<file path="src/rtl/pwm_pkg.sv">
// pwm_pkg: frame constants and decoder state shared by the PWM generator and decoder
package pwm_pkg;
    localparam int PWM_WIDTH  = 8;
    localparam int PWM_PERIOD = 256;
    typedef enum logic {IDLE, TRACK} pwm_state_e;
endpackage

</file>
<file path="src/rtl/pwm_decoder_if.sv">
// pwm_decoder_if: PWM line in, decoded frame data and status out
interface pwm_decoder_if
    import pwm_pkg::*;
#(
    parameter int WIDTH = PWM_WIDTH
);
    logic             pwm_in;
    logic [WIDTH-1:0] data;
    logic             data_valid;
    logic             locked;
    logic             period_err;
    logic             stuck_err;
    modport master (output pwm_in, input data, data_valid, locked, period_err, stuck_err);
    modport slave  (input pwm_in, output data, data_valid, locked, period_err, stuck_err);
endinterface

</file>
<file path="src/rtl/pwm_sync_edge.sv">
// pwm_sync_edge: multi-flop synchronizer for an async line plus rising-edge detect
module pwm_sync_edge #(
    parameter int SYNC_STAGES = 2
) (
    input  logic clk,
    input  logic rst,
    input  logic pwm_i,
    output logic pwm_s_o,
    output logic rise_o
);
    logic [SYNC_STAGES-1:0] sync_q;
    logic                   pwm_d_q;
    // shift the raw line through the synchronizer and keep one extra delayed copy
    always_ff @(posedge clk) begin
        if (rst) begin
            sync_q  <= '0;
            pwm_d_q <= 1'b0;
        end else begin
            sync_q  <= {sync_q[SYNC_STAGES-2:0], pwm_i};
            pwm_d_q <= sync_q[SYNC_STAGES-1];
        end
    end
    assign pwm_s_o = sync_q[SYNC_STAGES-1];
    assign rise_o  = pwm_s_o & ~pwm_d_q;
endmodule

</file>
<file path="src/rtl/pwm_decoder.sv">
// pwm_decoder: measures the high time of each PWM frame and flags framing errors
module pwm_decoder
    import pwm_pkg::*;
#(
    parameter int WIDTH       = PWM_WIDTH,
    parameter int PERIOD      = PWM_PERIOD,
    parameter int SYNC_STAGES = 2
) (
    input logic          clk,
    input logic          rst,
    pwm_decoder_if.slave bus
);
    localparam logic [WIDTH:0] PER = (WIDTH+1)'(PERIOD);
    localparam logic [WIDTH:0] ONE = (WIDTH+1)'(1);
    pwm_state_e       state_q;
    logic [WIDTH:0]   per_cnt_q, per_cnt_d, hi_cnt_q, hi_cnt_d;
    logic [WIDTH-1:0] data_q;
    logic             data_valid_q, locked_q, period_err_q, stuck_err_q;
    logic             pwm_s, rise, at_period, timeout, boundary;
    logic             unused_hi_msb;
    pwm_sync_edge #(.SYNC_STAGES(SYNC_STAGES)) u_sync (
        .clk    (clk),
        .rst    (rst),
        .pwm_i  (bus.pwm_in),
        .pwm_s_o(pwm_s),
        .rise_o (rise)
    );
    assign at_period     = per_cnt_q == PER;
    assign timeout       = !rise && at_period;
    assign boundary      = rise || timeout;
    assign unused_hi_msb = hi_cnt_q[WIDTH];
    // a boundary restarts both counters; a rise counts its own high sample
    always_comb begin
        per_cnt_d = boundary ? ONE : per_cnt_q + ONE;
        hi_cnt_d  = boundary ? {{WIDTH{1'b0}}, rise} : hi_cnt_q + {{WIDTH{1'b0}}, pwm_s};
    end
    // frame and high-time counters
    always_ff @(posedge clk) begin
        if (rst) begin
            per_cnt_q <= '0;
            hi_cnt_q  <= '0;
        end else begin
            per_cnt_q <= per_cnt_d;
            hi_cnt_q  <= hi_cnt_d;
        end
    end
    // alignment FSM; a timeout with the line low is a duty-0 frame, not an error
    always_ff @(posedge clk) begin
        if (rst) begin
            state_q      <= IDLE;
            data_q       <= '0;
            data_valid_q <= 1'b0;
            locked_q     <= 1'b0;
            period_err_q <= 1'b0;
            stuck_err_q  <= 1'b0;
        end else begin
            data_valid_q <= 1'b0;
            period_err_q <= 1'b0;
            stuck_err_q  <= 1'b0;
            if (state_q == IDLE) begin
                if (rise || (timeout && !pwm_s)) begin
                    state_q  <= TRACK;
                    locked_q <= 1'b1;
                end else if (timeout) begin
                    stuck_err_q <= 1'b1;
                end
            end else if (rise) begin
                if (at_period) begin
                    data_q       <= hi_cnt_q[WIDTH-1:0];
                    data_valid_q <= 1'b1;
                end else begin
                    period_err_q <= 1'b1;
                    locked_q     <= 1'b0;
                    state_q      <= IDLE;
                end
            end else if (timeout) begin
                if (!pwm_s) begin
                    data_q       <= hi_cnt_q[WIDTH-1:0];
                    data_valid_q <= 1'b1;
                end else begin
                    stuck_err_q <= 1'b1;
                    locked_q    <= 1'b0;
                    state_q     <= IDLE;
                end
            end
        end
    end
    assign bus.data       = data_q;
    assign bus.data_valid = data_valid_q;
    assign bus.locked     = locked_q;
    assign bus.period_err = period_err_q;
    assign bus.stuck_err  = stuck_err_q;
endmodule

</file>
<file path="src/flat_wrapper.sv">
// flat-port wrapper written by rule: the top's interface ports become plain ports
module pwm_decoder_flat import pwm_pkg::*;
#(
    parameter int WIDTH       = PWM_WIDTH,
    parameter int PERIOD      = PWM_PERIOD,
    parameter int SYNC_STAGES = 2
)
  (clk, rst, bus_pwm_in, bus_data, bus_data_valid, bus_locked, bus_period_err, bus_stuck_err);
  pwm_decoder_if #(.WIDTH(WIDTH)) bus_i ();
  input logic clk;
  input logic rst;
  input wire logic [$bits(bus_i.pwm_in)-1:0] bus_pwm_in;
  output wire logic [$bits(bus_i.data)-1:0] bus_data;
  output wire logic [$bits(bus_i.data_valid)-1:0] bus_data_valid;
  output wire logic [$bits(bus_i.locked)-1:0] bus_locked;
  output wire logic [$bits(bus_i.period_err)-1:0] bus_period_err;
  output wire logic [$bits(bus_i.stuck_err)-1:0] bus_stuck_err;
  assign bus_i.pwm_in = bus_pwm_in;
  assign bus_data = bus_i.data;
  assign bus_data_valid = bus_i.data_valid;
  assign bus_locked = bus_i.locked;
  assign bus_period_err = bus_i.period_err;
  assign bus_stuck_err = bus_i.stuck_err;
  pwm_decoder #(.WIDTH(WIDTH), .PERIOD(PERIOD), .SYNC_STAGES(SYNC_STAGES)) u_core (.clk(clk), .rst(rst), .bus(bus_i));
endmodule
</file>
<file path="config.mk">
export PLATFORM = sky130hd
export DESIGN_NAME = pwm_decoder_flat
export DESIGN_NICKNAME = d
export VERILOG_FILES = /design/src/rtl/pwm_pkg.sv /design/src/rtl/pwm_decoder_if.sv /design/src/rtl/pwm_sync_edge.sv /design/src/rtl/pwm_decoder.sv /design/src/flat_wrapper.sv
export SDC_FILE = /design/constraint.sdc
export NUM_CORES = 1
export LEC_CHECK = 0
export CORE_MARGIN = 2
export CORE_UTILIZATION = 45
export DETAILED_ROUTE_END_ITERATION = 10
export PLACE_DENSITY = 0.71
export REMOVE_ABC_BUFFERS = 1
export SETUP_SLACK_MARGIN = 0.1
export SYNTH_ARGS = -nofsm -noshare
export SYNTH_HDL_FRONTEND = slang
export SYNTH_SLANG_ARGS = --single-unit
export TNS_END_PERCENT = 30
</file>
<file path="constraint.sdc">
create_clock -name clk -period 1.9 [get_ports clk]
set_input_delay 0.38 -clock clk [delete_from_list [all_inputs] [get_ports clk]]
set_output_delay 0.38 -clock clk [all_outputs]
set_load 0.02 [all_outputs]
</file>
=== Yosys cells after proc, flatten, opt, wreduce, memory -nomap -nowiden ===
Cells that the tools add are included.

* Equal/unequal tests: 6
* Reductions and logical operators: 13
* Bitwise operators: 4
* $add $sub $neg: 2
* Mux-type cells: 27

{| class="wikitable"
|+ Operator list
! kind !! number
|-
| two-way mux 8 bit || 4
|-
| two-way mux 1 bit || 23
|-
| adder 9 x 1 -> 9 bit || 1
|-
| adder 9 x 1 -> 9 bit, second input constant || 1
|-
| equality test 9 bit, second input constant || 1
|-
| inequality test 3 bit, second input constant || 3
|-
| AND reduction 4 bit || 2
|-
| nonzero test 2 bit || 2
|-
| OR reduction 2 bit || 2
|-
| NOT 1 bit || 3
|-
| OR reduction 3 bit || 1
|-
| logical AND 1 bit || 2
|-
| zero test 1 bit || 2
|-
| logical OR 1 bit || 2
|-
| inequality test 2 x 1 -> 1 bit, second input constant || 1
|-
| inequality test 2 bit, second input constant || 1
|-
| AND 1 bit || 1
|}

* Word-level logic and storage cells: 64
* Flip-flop bits (word level): 34
* Output and inout bits: 12

=== Longest topological paths before layout ===
Gate-level depths: netlist (run 1).

* Depth in word-level cells: 8
* Gate-level depth with buffers: 7
* Depth with buffers taken out: 5

=== By module ===
A second synthesis (run 1) with hierarchy kept.

* Cells, all modules: 145
* Area, all modules: 1,408.9 um2

{| class="wikitable"
|+ Modules (own cells, without submodules)
! module !! times used !! cells each !! sequential area each (um2) !! area each (um2)
|-
| pwm_decoder || 1 || 138 || 600.6 || 1,321.3
|-
| pwm_sync_edge || 1 || 7 || 60.1 || 87.6
|}

=== Worst setup path after synthesis (run 1) ===
OpenSTA, ideal clock, no wires.

* Kind: register -> register
* From: register u_core.per_cnt_q[0]
* To: register u_core.hi_cnt_q[7]
* Required time: 1.830 ns
* Stages on the path, launching flop included: 8
* Arrival time: 1.434 ns
* Path buffers: 2
* Slack: 0.396 ns
* Cell sequence: dfxtp_1 -> inv_1 -> ha_1 -> nor4bb_1 -> buf_2 -> a211o_1 -> buf_4 -> a21oi_1

* Word-level cells in the longest chain between the ends: 4

{| class="wikitable"
|+ RTL lines
! element !! RTL line !! RTL
|-
| from (decl) || pwm_decoder.sv:16 || <nowiki>logic [WIDTH:0] per_cnt_q, per_cnt_d, hi_cnt_q, hi_cnt_d;</nowiki>
|-
| from (signal assigned) || pwm_decoder.sv:43 || <nowiki>per_cnt_q <= per_cnt_d;</nowiki>
|-
| equality test 9 bit || pwm_decoder.sv:28 || <nowiki>assign at_period = per_cnt_q == PER;</nowiki>
|-
| logical AND 1 bit || pwm_decoder.sv:29 || <nowiki>assign timeout = !rise && at_period;</nowiki>
|-
| logical OR 1 bit || pwm_decoder.sv:30 || <nowiki>assign boundary = rise || timeout;</nowiki>
|-
| OR reduction 2 bit (no line) || -- ||
|-
| to (signal assigned) || pwm_decoder.sv:44 || <nowiki>hi_cnt_q <= hi_cnt_d;</nowiki>
|-
| to (decl) || pwm_decoder.sv:16 ||
|}

No other way between the ends.
A chain may end at the register's enable or synchronous reset.

=== Worst setup path after layout (run 1) ===
* From: register u_core.locked_q, in the netlist u_core.bus.locked
* To: output bus_locked

{| class="wikitable"
|+ RTL lines
! element !! RTL line !! RTL
|-
| from (decl) || pwm_decoder.sv:18 || <nowiki>logic data_valid_q, locked_q, period_err_q, stuck_err_q;</nowiki>
|-
| from (signal assigned) || pwm_decoder.sv:53 || <nowiki>locked_q <= 1'b0;</nowiki>
|-
| from (signal assigned) || pwm_decoder.sv:63 || <nowiki>locked_q <= 1'b1;</nowiki>
|-
| from (signal assigned) || pwm_decoder.sv:73 || <nowiki>locked_q <= 1'b0;</nowiki>
|-
| to (decl) || flat_wrapper.sv:15 || <nowiki>output wire logic [$bits(bus_i.locked)-1:0] bus_locked;</nowiki>
|}

No word-level cell between the ends.

==> results of run 1 <==
[per-layer routing]
layer	wire (um)	vias to the layer above
li1	-	551
met3	102	6
met1	1119	509
met4	44	0
met5	0	-
met2	1227	16
[registers in the layout (all words and copies together) (netlist names), 2 cells and up]
name and cells:
u_core.bus.data 8, u_core.per_cnt_q 9, u_core.hi_cnt_q 8, u_core.u_sync.sync_q 2
[worst reg2reg max path, cell delays in order (launching register included)]
cell,delay (ps)
dfxtp_1,390
nor4_4,490
and4_1,260
buf_4,200
mux2i_1,200
[cell type report]
type | instances | area (um2)
Multi-Input combinational cell | 103 | 694.4
Fill cell | 277 | 1351
Timing Repair Buffer | 19 | 177.7
Clock buffer | 7 | 55.05
Sequential cell | 33 | 660.6
Tap cell | 33 | 41.29
Inverter | 6 | 22.52
[cell families (layout without fill, tap and decap cells)]
group / after synthesis / in the layout
DFF: 33 / 33
AOI/OAI and AO/OA: 24 / 24
muxes: 8 / 8
adders and majority gates: 4 / 4
xor gates and xnor gates: 6 / 6
and+or+nand+nor: 61 / 61
buffers and inverters: 11 / 32
[worst paths after layout]
check,depth (start not counted),start,to
min reg2reg,1,u_core.u_sync.sync_q[0],u_core.u_sync.sync_q[1]
min,1,u_core.u_sync.sync_q[0],u_core.u_sync.sync_q[1]
max reg2reg,4,u_core.per_cnt_q[3],u_core.bus.data[1]
max,1,u_core.bus.locked,bus_locked
[stage by stage]
stage	cells	total power, mW
3_3_place_gp	194	0.8049
2_1_floorplan	142	0.7776
6_report	201	1.182
4_1_cts	201	1.203
3_5_place_dp	194	0.8089
5_1_grt	201	1.243
[power groups by stage]
stage,clock (mW),sequential (mW),combinational [mW]
5_1_grt,0.439,0.719,0.0845
6_report,0.390,0.717,0.0748
4_1_cts,0.410,0.717,0.0762
3_5_place_dp,0,0.733,0.0759
3_3_place_gp,0,0.732,0.0726
2_1_floorplan,0,0.733,0.0448
[cell usage in the layout (no fill, tap or decap), types with 2 or more instances in the layout]
cell | Yosys | layout
xnor2_1 | 2 | 2
nand4_1 | 2 | 2
nor2b_1 | 4 | 4
dfxtp_1 | 33 | 33
a21oi_1 | 10 | 10
or2_2 | 2 | 2
inv_1 | 6 | 6
nand2b_1 | 16 | 16
o21ai_0 | 7 | 7
nand2_1 | 5 | 5
nand3_1 | 8 | 8
mux2i_1 | 8 | 8
clkdlybuf4s50_1 | 0 | 14
clkbuf_4 | 0 | 5
buf_4 | 1 | 5
nor2_1 | 8 | 8
or3_1 | 7 | 7
ha_1 | 4 | 4
xor2_1 | 4 | 4
==> impl_metrics.ini, run 1 <==
[status]
status = complete, no violations

[power_and_ir_drop]
swShare_pct = 22.38
pwr-share-clk_pct = 33.0
power.switching_uw = 264.5
p_comb_share_pct = 6.3
p_int_uw = 917.6
pwr-share-seq_pct = 60.6
leakage_nw = 0.5914
vdd_ir_drop_max_mv = 0.5838
p_per_area_mw_per_mm2 = 715.8

[timing]
rsz0062_at_grt = false
slew_headroom_pct = 70.17
whs_ps = 455.7
hold_viol = 0
worst_pin_slew_ps = 444.1
fmax_mhz = 600.2
maxSlewViolCount = 0
finalSetupTns_ps = 0
post-route-min-period_ps = 1666
finalSetupViolCount = 0
timing.final.ws_setup_ps = 233.9
finalCritPeriodShare_pct = 87.69
fin_skew_ps = 6.901

[die]
core_mm2 = 0.003003
ios = 15
rows = 20
die_area_mm2 = 0.003595
die-width_um = 59.96
start_util_pct = 46.92
die_h_um = 59.96

[critical_path]
crit_chain = clkdlybuf4s50_1
critical_path_class = reg2out
crit_required_ps = 1520
crit_slowest_cell = clkdlybuf4s50_1
crit_family = buffers and inverters
reg2reg_slack_ps = 300
startpoint_type = flip-flop
arrival_ps = 1290
cp-end-kind = output pin
crit_buf_inv = 1
cpPeakStageDelay_ps = 610
crit_path_max_fanout = 3

[detailed_routing]
drc_errors = 0
drtPass1Iterations = 4
avgViaCountPerCell = 5.383
via_count = 1082
wirelength_um = 2493
post_drt_wl_per_cell_um = 12.40
ant_nets = 0
drtIter0Drc = 25

[clocking]
cts_hold_buf = 0
postCtsSetupRepairBufs = 0
cts_root_buffer = clkbuf_4
clkSinkCount = 33
ctsResizeCount = 0
cts_max_level = 2
insertion_delay_ps = 330
clockBufferDepth = 2
path_clk_slew_ps = 90
cts_buffers = 5
cts_tree = yes

[grt]
grt_pass1_vias = 1069
grt_use_met2_pct = 27.64
grt_antenna_before_repair = 0
use_met3_pct = 6.494
grt_start_max_net_pins = 22
grt_use_met1_pct = 20.11
overflow = 0
grt_first_pass_wirelength_um = 4540
busiest_layer = met2
track_usage_pct = 17.08

[synthesis]
yosysTopAreaCell = dfxtp_1
yosys.area_share.simple_pct = 26.11
synthAdderAreaFrac_pct = 3.552
syn-instance-count = 147
synthFlopType = dfxtp_1
synthXorXnorAreaFrac_pct = 3.730
synth_seq_cells = 33
syn_area_per_cell_um2 = 9.584
yosysWarnings = 0
muxShareOfSynthArea_pct = 5.684
synthMostInstantiatedCell = dfxtp_1
synth_top_family_by_area = simple AND/OR/NAND/NOR gates
seq_area_frac_synth_pct = 46.89
synth_top_area_share_pct = 46.89
synth-compound-area-share_pct = 10.21
ys_top_cells_by_area = dfxtp_1 (47%), nand2b_1 (7.1%), mux2i_1 (5.7%)
synth_common_cells = dfxtp_1 (33), nand2b_1 (16), a21oi_1 (10)
synth.distinct_cells = 36
synth_edf_count = 0
syn_area_mm2 = 0.001409
async_flop_share_pct = 0

[cells_and_area]
syn_to_final_growth_pct = 17.23
fin_area_mm2 = 0.001652
antennaDiodeCount = 0
final_core_utilization_pct = 55.00
layout-drive-gt1-share_pct = 8.929
nets = 175

[placed_design]
io_buffers = 14
postPlaceCellArea_mm2 = 0.001597
dp_hpwl_um = 1815
place_congestion = 0.7201
dpl_worst_slack_ps = 310.1

[worst_hold_path]
hold_path_class = reg2reg

[job]
drv_cap = 0
No activity file was read; power rests on OpenSTA's default activity.
==> run 2, diff against run 1 <==
--- a/config.mk
+++ b/config.mk
@@ -8,6 +8,7 @@
 export CORE_MARGIN = 2
 export CORE_UTILIZATION = 45
 export DETAILED_ROUTE_END_ITERATION = 10
+export HOLD_SLACK_MARGIN = 0.15
 export PLACE_DENSITY = 0.71
 export REMOVE_ABC_BUFFERS = 1
 export SETUP_SLACK_MARGIN = 0.1
==> results of run 2 <==
Final layout, timing and power as in run 1 (identical DEF).
==> run 3, diff against run 2 <==
--- a/config.mk
+++ b/config.mk
@@ -5,13 +5,13 @@
 export SDC_FILE = /design/constraint.sdc
 export NUM_CORES = 1
 export LEC_CHECK = 0
-export CORE_MARGIN = 2
 export CORE_UTILIZATION = 45
 export DETAILED_ROUTE_END_ITERATION = 10
 export HOLD_SLACK_MARGIN = 0.15
 export PLACE_DENSITY = 0.71
 export REMOVE_ABC_BUFFERS = 1
 export SETUP_SLACK_MARGIN = 0.1
+export SLEW_MARGIN = 20
 export SYNTH_ARGS = -nofsm -noshare
 export SYNTH_HDL_FRONTEND = slang
 export SYNTH_SLANG_ARGS = --single-unit
==> run 3 against run 2 <==
Combinational power shrank 4.8%. Cell area is 1.2% lower. Power down 2.0%. Die area fell by 6.6%. Hold slack worse by 10 ps. Sequential power barely moved. Largest power group unchanged. Maximum frequency is 1.8% lower. Clock power fell by 5.4%. Cell count down 1.5%.
==> impl_metrics.ini, run 3 (synthesized netlist as in run 1, its figures left out) <==
[clocking]
cts_hold_buf = 0
cts_root_buffer = clkbuf_4
path_clk_slew_ps = 100
ctsResizeCount = 0
cts_tree = yes
clkSinkCount = 33
clockBufferDepth = 2
cts_max_level = 2
cts_buffers = 5
postCtsSetupRepairBufs = 0
insertion_delay_ps = 350

[timing]
whs_ps = 445.4
maxSlewViolCount = 0
finalSetupViolCount = 0
fin_skew_ps = 11.21
slew_headroom_pct = 67.83
finalCritPeriodShare_pct = 89.32
hold_viol = 0
worst_pin_slew_ps = 482.6
post-route-min-period_ps = 1697
rsz0062_at_grt = false
fmax_mhz = 589.2
timing.final.ws_setup_ps = 202.9

[cells_and_area]
final_core_utilization_pct = 57.19
antennaDiodeCount = 0
fill_cells = 264
fin_area_mm2 = 0.001632
syn_to_final_growth_pct = 15.81
final_common_cell = dfxtp_1
largest_register_ff_count = 9
nets = 173
largest_register = u_core.per_cnt_q
final_cell_mix = dfxtp_1 (33), nand2b_1 (16), clkdlybuf4s50_1 (14), a21oi_1 (10)
layout-drive-gt1-share_pct = 8.982

[critical_path]
startpoint_type = flip-flop
cpPeakStageDelay_ps = 610
crit_required_ps = 1520
critical_path_class = reg2out
arrival_ps = 1320
reg2reg_from = u_core.per_cnt_q[0]
r2r_cells = 6
cp-end-kind = output pin
crit_slowest_cell = clkdlybuf4s50_1
reg2reg_slack_ps = 250
crit_buf_inv = 1
crit_chain = clkdlybuf4s50_1
reg2reg_to = u_core.per_cnt_q[5]
crit_family = buffers and inverters
crit_path_max_fanout = 2

[placed_design]
dpl_worst_slack_ps = 141.4
postPlaceCellArea_mm2 = 0.001579
dp_hpwl_um = 1815
io_buffers = 14
place_congestion = 0.8194

[detailed_routing]
drtIter0Drc = 25
post_drt_wl_per_cell_um = 12.57
wirelength_um = 2489
via_count = 1071
drtPass1Iterations = 6
avgViaCountPerCell = 5.409
drc_errors = 0
ant_nets = 0

[status]
status = complete, no violations

[power_and_ir_drop]
vdd_ir_drop_max_mv = 0.5282
leakage_nw = 0.5811
finalPower_mw = 1.158
p_per_area_mw_per_mm2 = 710.0

[die]
die_area_mm2 = 0.003359
core_mm2 = 0.002853
die-width_um = 57.96
ios = 15
rows = 19
die_h_um = 57.96
start_util_pct = 49.39

[grt]
grt_pass1_vias = 961
track_usage_pct = 17.15
grt_antenna_before_repair = 0
overflow = 0
grt_first_pass_wirelength_um = 4112
grt_start_max_net_pins = 25

[worst_hold_path]
hold_end = u_core.u_sync.sync_q[1]
min_from = u_core.u_sync.sync_q[0]
min_path_cells = 1
hold_path_class = reg2reg

[job]
drv_cap = 0
==> run 3: changes by cell type in the layout (fill, tap and decap cells not counted) <==
cell | previous run | this run
and4_1 | 1 | 0
clkbuf_8 | 1 | 0
buf_4 | 5 | 3
clkinv_2 | 0 | 2
and4_2 | 0 | 1
==> run 3: stage by stage <==
| stage | TNS, ps | instances |
|---|---|---|
| after global placement | 0 | 190 |
| after detailed placement | 0 | 190 |
| after CTS | 0 | 198 |
| final | 0 | 198 |
| after floorplan | -490.8 | 142 |
| after global routing | 0 | 198 |
==> run 3: power by group <==
group | switching (mW) | total [mW] | internal [mW]
combinational | 0.0344 | 0.0712 | 0.0368
sequential | 0.0142 | 0.718 | 0.704
clock | 0.228 | 0.369 | 0.140
==> run 3: layout make-up <==
type	instances	area, um2	share of cell area (%)
clock buffer	6	41.29	2.531
sequential	33	660.6	40.49
tap	31	38.79	2.377
timing repair buffer	17	162.7	9.969
multi-input combinational	103	695.7	42.64
inverter	6	22.52	1.380
clock inverter	2	10.01	0.6135
==> run 3: worst max-delay path by stage <==
stage | slack (ps) | from | endpoint | depth (start not counted)
floorplan | -60 | u_core.per_cnt_q[0] | u_core.bus.data[0] | 5
global route | 130 | u_core.per_cnt_q[0] | u_core.per_cnt_q[5] | 6
global placement | 210 | u_core.per_cnt_q[0] | u_core.bus.data[6] | 6
finish | 200 | u_core.bus.data[0] | bus_data[0] | 1
detailed placement | 140 | u_core.per_cnt_q[0] | u_core.bus.data[1] | 6
CTS | 140 | u_core.per_cnt_q[0] | u_core.bus.data[1] | 6
==> run 3: per-layer routing <==
| metal | up-vias | global-route usage [%] | routed length [um] |
|---|---|---|---|
| met5 | - | 0 | 0 |
| met3 | 8 | 4.688 | 92 |
| met1 | 497 | 19.46 | 1109 |
| met2 | 23 | 26.77 | 1192 |
| li1 | 543 | - | - |
| met4 | 0 | 14.29 | 93 |
==> run 3: worst register-to-register path, stage by stage (launching register included) <==
cell	delay, ps
dfxtp_1	410
inv_1	60
ha_1	180
nor4bb_1	120
buf_4	160
a211o_1	450
a21oi_1	210
